$ cat config.mk
export PLATFORM = sky130hd
export DESIGN_NAME = muldiv_unit
export DESIGN_NICKNAME = d
export VERILOG_FILES = /design/src/rtl/muldiv_pkg.sv /design/src/rtl/muldiv_core.sv /design/src/rtl/muldiv_unit.sv
export SDC_FILE = /design/constraint.sdc
export NUM_CORES = 1
export LEC_CHECK = 0
export BUFFER_PORTS_ARGS = -buffer_cell sky130_fd_sc_hd__buf_4
export CORE_AREA = 8 8 277 279
export DETAILED_ROUTE_END_ITERATION = 8
export DIE_AREA = 0 0 285 287
export PLACE_DENSITY = 0.55
export SLEW_MARGIN = 20
export SYNTH_ARGS = -nofsm -noshare
export SYNTH_HDL_FRONTEND = slang
export SYNTH_SLANG_ARGS = --single-unit
$ cat constraint.sdc
create_clock -name clk -period 10.6 [get_ports clk]
set_input_delay 0.53 -clock clk [delete_from_list [all_inputs] [get_ports clk]]
set_output_delay 0.53 -clock clk [all_outputs]
set_load 0.01 [all_outputs]
$ cat src/rtl/muldiv_pkg.sv
// Shared definitions for the iterative RV32M multiply/divide unit.
// No logic of its own; latency and backpressure are defined by muldiv_unit.
// Holds funct3 codes, FSM states and the operand signedness classes.
package muldiv_pkg;

  localparam logic [2:0] MD_MUL    = 3'b000;
  localparam logic [2:0] MD_MULH   = 3'b001;
  localparam logic [2:0] MD_MULHSU = 3'b010;
  localparam logic [2:0] MD_MULHU  = 3'b011;
  localparam logic [2:0] MD_DIV    = 3'b100;
  localparam logic [2:0] MD_DIVU   = 3'b101;
  localparam logic [2:0] MD_REM    = 3'b110;
  localparam logic [2:0] MD_REMU   = 3'b111;

  typedef enum logic [1:0] {
    IDLE  = 2'd0,
    CALC  = 2'd1,
    FIXUP = 2'd2,
    DONE  = 2'd3
  } state_t;

  // How each operand is interpreted: both signed, rs1 signed / rs2 unsigned, both unsigned.
  typedef enum logic [1:0] {
    CLS_SS = 2'd0,
    CLS_SU = 2'd1,
    CLS_UU = 2'd2
  } cls_t;

  function automatic cls_t code_class(input logic [2:0] code);
    cls_t cls;
    case (code)
      MD_MULHSU:                  cls = CLS_SU;
      MD_MULHU, MD_DIVU, MD_REMU: cls = CLS_UU;
      default:                    cls = CLS_SS;
    endcase
    return cls;
  endfunction

  function automatic logic a_signed(input logic [2:0] code);
    return code_class(code) != CLS_UU;
  endfunction

  function automatic logic b_signed(input logic [2:0] code);
    return code_class(code) == CLS_SS;
  endfunction

endpackage

$ cat src/rtl/muldiv_core.sv
// Iterative datapath: unsigned shift-add multiply or restoring radix-2 divide on magnitudes.
// One step per cycle while step is high; acc holds {hi, lo} product or {remainder, quotient}.
// No handshake of its own; the controlling FSM decides when to load and step.
module muldiv_core
  import muldiv_pkg::*;
#(
  parameter int XLEN     = 32,
  parameter int MUL_BITS = 2
) (
  input  logic              clk,
  input  logic              rst,
  input  logic              load,
  input  logic              step,
  input  logic              div_mode,
  input  logic [XLEN-1:0]   mag_a,
  input  logic [XLEN-1:0]   mag_b,
  output logic [2*XLEN-1:0] acc
);

  logic [XLEN-1:0]          opnd;
  logic                     mode;
  logic [2*XLEN-1:0]        acc_next;
  logic [XLEN+MUL_BITS-1:0] mul_sum;
  logic [XLEN:0]            rem_sh;
  logic [XLEN-1:0]          rem_diff;

  // One iteration: add opnd x low multiplier digit then shift right, or shift left and trial-subtract.
  always_comb begin
    mul_sum  = (XLEN+MUL_BITS)'(acc[2*XLEN-1:XLEN])
             + (XLEN+MUL_BITS)'(opnd) * (XLEN+MUL_BITS)'(acc[MUL_BITS-1:0]);
    rem_sh   = acc[2*XLEN-1:XLEN-1];
    rem_diff = rem_sh[XLEN-1:0] - opnd;
    acc_next = acc;
    if (mode) begin
      if (rem_sh >= {1'b0, opnd}) begin
        acc_next = {rem_diff, acc[XLEN-2:0], 1'b1};
      end else begin
        acc_next = {rem_sh[XLEN-1:0], acc[XLEN-2:0], 1'b0};
      end
    end else begin
      acc_next = {mul_sum, acc[XLEN-1:MUL_BITS]};
    end
  end

  // Load operands on accept (multiplier / dividend in the low half), then iterate.
  always_ff @(posedge clk or posedge rst) begin
    if (rst) begin
      acc  <= '0;
      opnd <= '0;
      mode <= 1'b0;
    end else if (load) begin
      mode <= div_mode;
      opnd <= div_mode ? mag_b : mag_a;
      acc  <= {{XLEN{1'b0}}, (div_mode ? mag_a : mag_b)};
    end else if (step) begin
      acc  <= acc_next;
    end
  end

endmodule

$ cat src/rtl/muldiv_unit.sv
// RV32M multiply/divide unit for EX: FSM, iteration count, special cases, sign fixup, reuse cache.
// Latency: XLEN/MUL_BITS+2 cycles for multiply, XLEN+2 for divide, 1 for special cases and reuse hits.
// Backpressure: md_stall_ex holds IF/ID/EX from accept until the DONE cycle; md_flush aborts at once.
module muldiv_unit
  import muldiv_pkg::*;
#(
  parameter int XLEN     = 32,
  parameter int MUL_BITS = 2,
  parameter bit REUSE_EN = 1'b1
) (
  input  logic            clk,
  input  logic            rst,
  input  logic            cmd_muldiv_ex,
  input  logic            cpu_stat_ex,
  input  logic [2:0]      md_code_ex,
  input  logic [XLEN-1:0] rs1_data_ex,
  input  logic [XLEN-1:0] rs2_data_ex,
  input  logic            md_flush,
  output logic            md_stall_ex,
  output logic            md_valid_ex,
  output logic [XLEN-1:0] md_result_ex
);

  localparam int              CNT_W    = $clog2(XLEN);
  localparam logic [CNT_W-1:0] MUL_LAST = CNT_W'(XLEN/MUL_BITS - 1);
  localparam logic [CNT_W-1:0] DIV_LAST = CNT_W'(XLEN - 1);
  localparam logic [XLEN-1:0]  MIN_NEG  = {1'b1, {(XLEN-1){1'b0}}};

  // MUL and REM take the low half; MULH*, DIV and DIVU the high half ({quotient, remainder}).
  function automatic logic [XLEN-1:0] pick(input logic [2:0] code, input logic [2*XLEN-1:0] val);
    logic low;
    low = (code == MD_MUL) || (code == MD_REM) || (code == MD_REMU);
    return low ? val[XLEN-1:0] : val[2*XLEN-1:XLEN];
  endfunction

  state_t            state, state_nxt;
  logic              accept, special, hit, last_iter;
  logic              sign_a, sign_b;
  logic [XLEN-1:0]   mag_a, mag_b;
  logic [2*XLEN-1:0] special_val, fix_val, acc;
  logic [XLEN-1:0]   quo, rem;
  logic [2:0]        code_q;
  logic              neg_a, neg_b;
  logic [XLEN-1:0]   rs1_q, rs2_q;
  logic [CNT_W-1:0]  cnt;
  logic [XLEN-1:0]   result_q;

  logic              c_vld, c_div;
  cls_t              c_cls;
  logic [XLEN-1:0]   c_rs1, c_rs2;
  logic [2*XLEN-1:0] c_val;

  // Accept qualification, operand magnitudes and accept-cycle special cases.
  always_comb begin
    accept  = cmd_muldiv_ex & cpu_stat_ex & (state == IDLE) & ~md_flush;
    sign_a  = a_signed(md_code_ex) & rs1_data_ex[XLEN-1];
    sign_b  = b_signed(md_code_ex) & rs2_data_ex[XLEN-1];
    mag_a   = sign_a ? -rs1_data_ex : rs1_data_ex;
    mag_b   = sign_b ? -rs2_data_ex : rs2_data_ex;
    special = 1'b0;
    special_val = '0;
    if (md_code_ex[2]) begin
      if (rs2_data_ex == '0) begin
        special     = 1'b1;
        special_val = {{XLEN{1'b1}}, rs1_data_ex};
      end else if (code_class(md_code_ex) == CLS_SS && rs1_data_ex == MIN_NEG && rs2_data_ex == '1) begin
        special     = 1'b1;
        special_val = {rs1_data_ex, {XLEN{1'b0}}};
      end
    end
  end

  // Reuse lookup: MUL only needs a stored multiply; everything else needs the same class too.
  always_comb begin
    hit = 1'b0;
    if (REUSE_EN && c_vld && rs1_data_ex == c_rs1 && rs2_data_ex == c_rs2 && c_div == md_code_ex[2]) begin
      hit = (md_code_ex == MD_MUL) || (c_cls == code_class(md_code_ex));
    end
  end

  // Sign fixup of the magnitude result; divide results are repacked as {quotient, remainder}.
  always_comb begin
    quo = acc[XLEN-1:0];
    rem = acc[2*XLEN-1:XLEN];
    if (code_q[2]) begin
      fix_val = {((neg_a ^ neg_b) ? -quo : quo), (neg_a ? -rem : rem)};
    end else begin
      fix_val = (neg_a ^ neg_b) ? -acc : acc;
    end
  end

  assign last_iter = (cnt == (code_q[2] ? DIV_LAST : MUL_LAST));

  // Next state and handshake outputs; flush and reset override everything.
  always_comb begin
    state_nxt   = state;
    md_valid_ex = (state == DONE);
    md_stall_ex = ~rst & ~md_flush & (accept | (state == CALC) | (state == FIXUP));
    case (state)
      IDLE:    if (accept) state_nxt = (special || hit) ? DONE : CALC;
      CALC:    if (last_iter) state_nxt = FIXUP;
      FIXUP:   state_nxt = DONE;
      DONE:    state_nxt = IDLE;
      default: state_nxt = IDLE;
    endcase
    if (md_flush) state_nxt = IDLE;
  end

  // State register.
  always_ff @(posedge clk or posedge rst) begin
    if (rst) state <= IDLE;
    else     state <= state_nxt;
  end

  // Command latch, iteration counter and registered result (zero outside DONE).
  always_ff @(posedge clk or posedge rst) begin
    if (rst) begin
      code_q   <= '0;
      neg_a    <= 1'b0;
      neg_b    <= 1'b0;
      rs1_q    <= '0;
      rs2_q    <= '0;
      cnt      <= '0;
      result_q <= '0;
    end else begin
      if (accept) begin
        code_q <= md_code_ex;
        neg_a  <= sign_a;
        neg_b  <= sign_b;
        rs1_q  <= rs1_data_ex;
        rs2_q  <= rs2_data_ex;
      end
      if (accept)              cnt <= '0;
      else if (state == CALC)  cnt <= cnt + CNT_W'(1);
      if (accept && (special || hit))         result_q <= pick(md_code_ex, special ? special_val : c_val);
      else if (state == FIXUP && !md_flush)   result_q <= pick(code_q, fix_val);
      else                                    result_q <= '0;
    end
  end

  // Reuse cache: refreshed only by a computed (FIXUP) result that is not flushed.
  always_ff @(posedge clk or posedge rst) begin
    if (rst) begin
      c_vld <= 1'b0;
      c_div <= 1'b0;
      c_cls <= CLS_SS;
      c_rs1 <= '0;
      c_rs2 <= '0;
      c_val <= '0;
    end else if (REUSE_EN && state == FIXUP && !md_flush) begin
      c_vld <= 1'b1;
      c_div <= code_q[2];
      c_cls <= code_class(code_q);
      c_rs1 <= rs1_q;
      c_rs2 <= rs2_q;
      c_val <= fix_val;
    end
  end

  assign md_result_ex = result_q;

  muldiv_core #(
    .XLEN     (XLEN),
    .MUL_BITS (MUL_BITS)
  ) u_core (
    .clk      (clk),
    .rst      (rst),
    .load     (accept),
    .step     (state == CALC),
    .div_mode (md_code_ex[2]),
    .mag_a    (mag_a),
    .mag_b    (mag_b),
    .acc      (acc)
  );

endmodule

# Yosys cells after proc, flatten, opt, wreduce, memory -nomap -nowiden
# Index checks and enable logic that the tools add are counted.
# word_totals
register_bits,337
latch_bits,0
ramBits,0
romBits,0
input_bits,72
output_inout_bits,34
elab_cells,123
n_memories,0
# op_classes
addsub,8
mul,1
n_div,0
order_cmp,1
eq_ne,23
shifts,0
n_mux,37
bitwise,12
n_reduce_logical,24
# op_table
op,n
$mux W64,10
$mux W32,10
$neg A32 Y32,4
$eq A32 B32 Y1,2
$eq A32 B32 Y1 const B,2
$neg A64 Y64,1
$add A32 B34 Y34,1
$mul A32 B2 Y34,1
$ge A33 B32 Y1,1
$logic_not A32 Y1,1
$sub A32 B32 Y32,1
$eq A3 B3 Y1 const B,6
$mux W5,3
$mux W2,7
$eq A3 B2 Y1 const B,4
$pmux W2 S2,2
$pmux W2 S4,1
$and A1 B1 Y1,7
$logic_and A1 B1 Y1,7
$logic_not A2 Y1,3
$logic_not A3 Y1,2
$logic_or A1 B1 Y1,6
$ne A3 B3 Y1 const B,2
$reduce_or A3 Y1,2
other kinds (14),20

# Depth between registers and ports, before layout
# depth
ltp_word,16
mapped_depth,16
mapped_depth_nobuf,15

# Modules after synthesis
# Synthesis repeated with hierarchy kept, for this count alone.
# hier_totals
hier_cells,3328
area_unflattened_um2,25973.7
# modules_own_cells
module,instances,cells_per_inst,area_per_inst_um2,seq_area_each_um2
muldiv_unit,1,2037,15976.6,6005.8
muldiv_core,1,1291,9997.1,2427.3

# Worst setup path before layout
# Ideal clock, no wire load.
# synth_timing
path_type,reg-to-reg
from,register u_core.acc[0]
to,register u_core.acc[61]
setup_time_ns,0.129
t_arrival_ns,3.917
t_required_ns,10.471
path_slack_ns,6.554
path_stages_with_launch,16
path_buffers,2
synth_period_minus_slack_ns,4.046
cell_sequence,dfrtp_1 > clkbuf_1 > buf_1 > nand2_1 > fa_1 > inv_1 > ha_1 > nor2b_1 > o31a_1 > o311a_1 > o21a_1 > a21oi_1 > o21ai_1 > a221o_1 > and4_1 > a2111o_1
# synth_via
elab_chain_cells,5
# synth_lines
element,line_no,source
"start, declared",muldiv_core.sv:17,output logic [2*XLEN-1:0] acc
"start signal, assigned",muldiv_core.sv:54,"acc <= {{XLEN{1'b0}}, (div_mode ? mag_a : mag_b)};"
"start signal, assigned",muldiv_core.sv:56,acc <= acc_next;
$mul A32 B2 Y34,muldiv_core.sv:30,+ (XLEN+MUL_BITS)'(opnd) * (XLEN+MUL_BITS)'(acc[MUL_BITS-1:0]);
$add A32 B34 Y34,muldiv_core.sv:30,
$mux W64,muldiv_core.sv:34,if (mode) begin
$mux W64,muldiv_core.sv:55,end else if (step) begin
$mux W64,muldiv_core.sv:51,end else if (load) begin
# No other way between the ends. The select of a mux whose other input is x is not followed.
# A chain may end at the register's enable or synchronous reset.

# Worst setup path in the final report
# layout_timing
from,register u_core.acc[1]
to,register u_core.acc[60]
# Same word-level chain as after synthesis.

==> impl_metrics.json <==
{
  "status": "finished clean",
  "cts_hold_buf": 0,
  "core_um2": 72300,
  "dieArea_um2": 81800,
  "grt.overflow.total": 0,
  "p_leak_nw": 12.7,
  "cpPeakStageDelay_ns": 0.79,
  "period_share": 0.455,
  "hold_viol": 0,
  "yosysWarningCount": 0,
  "drv_slew": 0,
  "routed_wl_um": 98500,
  "p_per_area_nw_per_um2": 380,
  "gp_congestion": 0.952,
  "skew_ns": 0.0224,
  "syn_area_per_cell_um2": 7.76,
  "setup_tns_ns": 0,
  "power_mw": 10.8,
  "vias": 24100,
  "vias_per_cell": 5.69,
  "critPathKind": "reg2reg",
  "grt_use_total": 0.230,
  "critPathSlowestCell": "dfrtp_1",
  "dp_hpwl_um": 73300,
  "dr.pass1.iters": 8,
  "antenna_found_initial": 6,
  "placement.io_buffers": 105,
  "cts.path.max_buffers": 3,
  "end_kind": "flop",
  "syn-cell-area_um2": 25700,
  "cts_buffers": 40,
  "peakVddDrop_mv": 0.304,
  "layout-drive-gt1-share": 0.0796,
  "drv_cap": 0,
  "antenna_left": 0,
  "grt_pass1_vias": 22600,
  "cts_setup_buffers": 0,
  "cts-root-buf": "clkbuf_16",
  "htree_levels": 2,
  "initial_utilization": 0.356,
  "yosysSeqAreaShare": 0.327,
  "num_rows": 99,
  "nNetsFinal": 3432,
  "die_x_um": 285,
  "final_core_util": 0.394,
  "route.detailed.drc": 0,
  "drtIter0Drc": 2424,
  "final_common_cell": "nand2_1",
  "insertion_delay_ns": 0.58,
  "grt_pass1_wl_um": 146000,
  "timing.slew.headroom": 0.267,
  "synth.distinct_cells": 85,
  "cts_sinks": 336,
  "final_cell_mix": "nand2_1 (765), dfrtp_1 (335), o21ai_0 (280), a21oi_1 (197), xnor2_1 (173)",
  "ioPinCount": 106,
  "finalCriticalPeriod_ns": 4.82,
  "async_flop_share": 1.00,
  "worstMarginPinSlew_ns": 1.10,
  "finalSetupViolCount": 0,
  "syn-num-nets": 3500,
  "cts_resized": 0,
  "grt_start_max_net_pins": 154,
  "grt_setup_unrepaired": "no",
  "clk_pin_slew_worst_paths_ns": 0.06,
  "wire_per_inst_um": 23.2,
  "hp-class": "in2async",
  "synthFlopType": "dfrtp_1",
  "crit_required_ns": 11.04,
  "arrival_ns": 5.27,
  "die_h_um": 287,
  "synth_edf_count": 0,
  "ys_ff_latch": 336,
  "path_max_fanout": 20,
  "area_growth_pct": 10.7,
  "cts_tree": "yes",
  "clock.fmax_mhz": 207,
  "cp_cell_sequence": "buf_4, nand2_1, fa_1, inv_1, ha_1, a2111oi_0, o21ai_0, a31oi_1, o21ai_0, a221o_1, a21o_1, a21oi_1, mux2i_1, o211ai_1",
  "syn_inst": 3319,
  "crit_top_cell": "o21ai_0",
  "start_kind": "flop"
}
registers in the layout (all words and copies together), names as in the netlist, 5 cells and up:
register and count:
cnt 5, rs2_q 32, c_rs2 32, c_rs1 32, rs1_q 32, u_core.opnd 32
u_core.acc 64, md_result_ex 32, c_val 64
Yosys cell counts (45+ instances only):
master,instances,area [µm²]
nand2_1,765,2870
dfrtp_1,336,8410
o21ai_0,280,1400
clkbuf_1,202,758
a21oi_1,198,991
xnor2_1,174,1520
inv_1,163,612
nor2_1,160,601
mux2i_1,77,771
ha_1,76,951
xor2_1,73,639
o211ai_1,68,510
nand2b_1,61,382
nand4_1,58,363
nand3_1,45,225
per-stage QoR:
stage	hold WS, ns	area [µm²]	instances	setup slack [ns]
6_report	0.118	28500	4242	5.78
5_1_grt	0.186	28500	4239	5.43
4_1_cts	0.182	28500	4239	5.79
3_5_place_dp	0.450	27100	4168	5.78
3_3_place_gp	0.445	27100	4168	5.85
2_1_floorplan	0.439	25700	3319	0.760
cell type report:
type | instances | area, µm²
well taps | 959 | 1200
clock inverters | 16 | 183
repair buffers | 134 | 1060
diodes | 3 | 7.51
multi-input cells | 2575 | 15900
fillers | 7588 | 43800
flip-flops and latches | 336 | 8410
inverters | 164 | 623
clock buffers | 55 | 1180
cell families (layout without fill, tap and decap cells):
logic type	after synthesis	count (layout)	synth area share
AND/OR/NAND/NOR	1280	1280	0.224
AO/OA/AOI/OAI	855	855	0.208
buffers and inverters	408	369	0.0613
flip-flops	336	336	0.327
XOR/XNOR	247	247	0.0840
adder cells (fa/ha/maj)	109	109	0.0626
multiplexers	84	84	0.0330
other	0	3	0
metal layers:
layer  vias to the layer above  wire [µm]  track usage
li1                      11300          -            -
met1                     11700      42900        0.311
met2                       908      44200        0.362
met3                       178       6840       0.0410
met4                         6       4560       0.0968
met5                         -         41            0
critical path, delay by kind of cell, from the launching register on:
| kind | cells | cell delay [ns] |
|---|---|---|
| AO/OA/AOI/OAI | 8 | 2.30 |
| adder cells (fa/ha/maj) | 2 | 0.85 |
| flip-flops | 1 | 0.79 |
| buffers and inverters | 2 | 0.41 |
| multiplexers | 1 | 0.21 |
| AND/OR/NAND/NOR | 1 | 0.11 |
final timing paths:
path	start	end	slack [ns]	depth (start not counted)
max	u_core.acc[1]	u_core.acc[60]	5.78	14
min	rst	c_rs2[12]	0.12	2
max reg2reg	u_core.acc[1]	u_core.acc[60]	5.78	14
min reg2reg	rs2_q[12]	c_rs2[12]	0.46	2
max in group asynchronous	rst	code_q[2]	8.90	3
min in group clk	rs2_data_ex[4]	rs2_q[4]	0.22	3
report_power, final:
group | leakage (nW) | switching, mW | internal [mW] | total (mW)
Clock | 0.674 | 0.600 | 0.854 | 1.45
Sequential | 4.27 | 0.732 | 1.85 | 2.58
Combinational | 7.77 | 4.23 | 2.57 | 6.80
No activity file was read; power rests on OpenSTA's default activity.
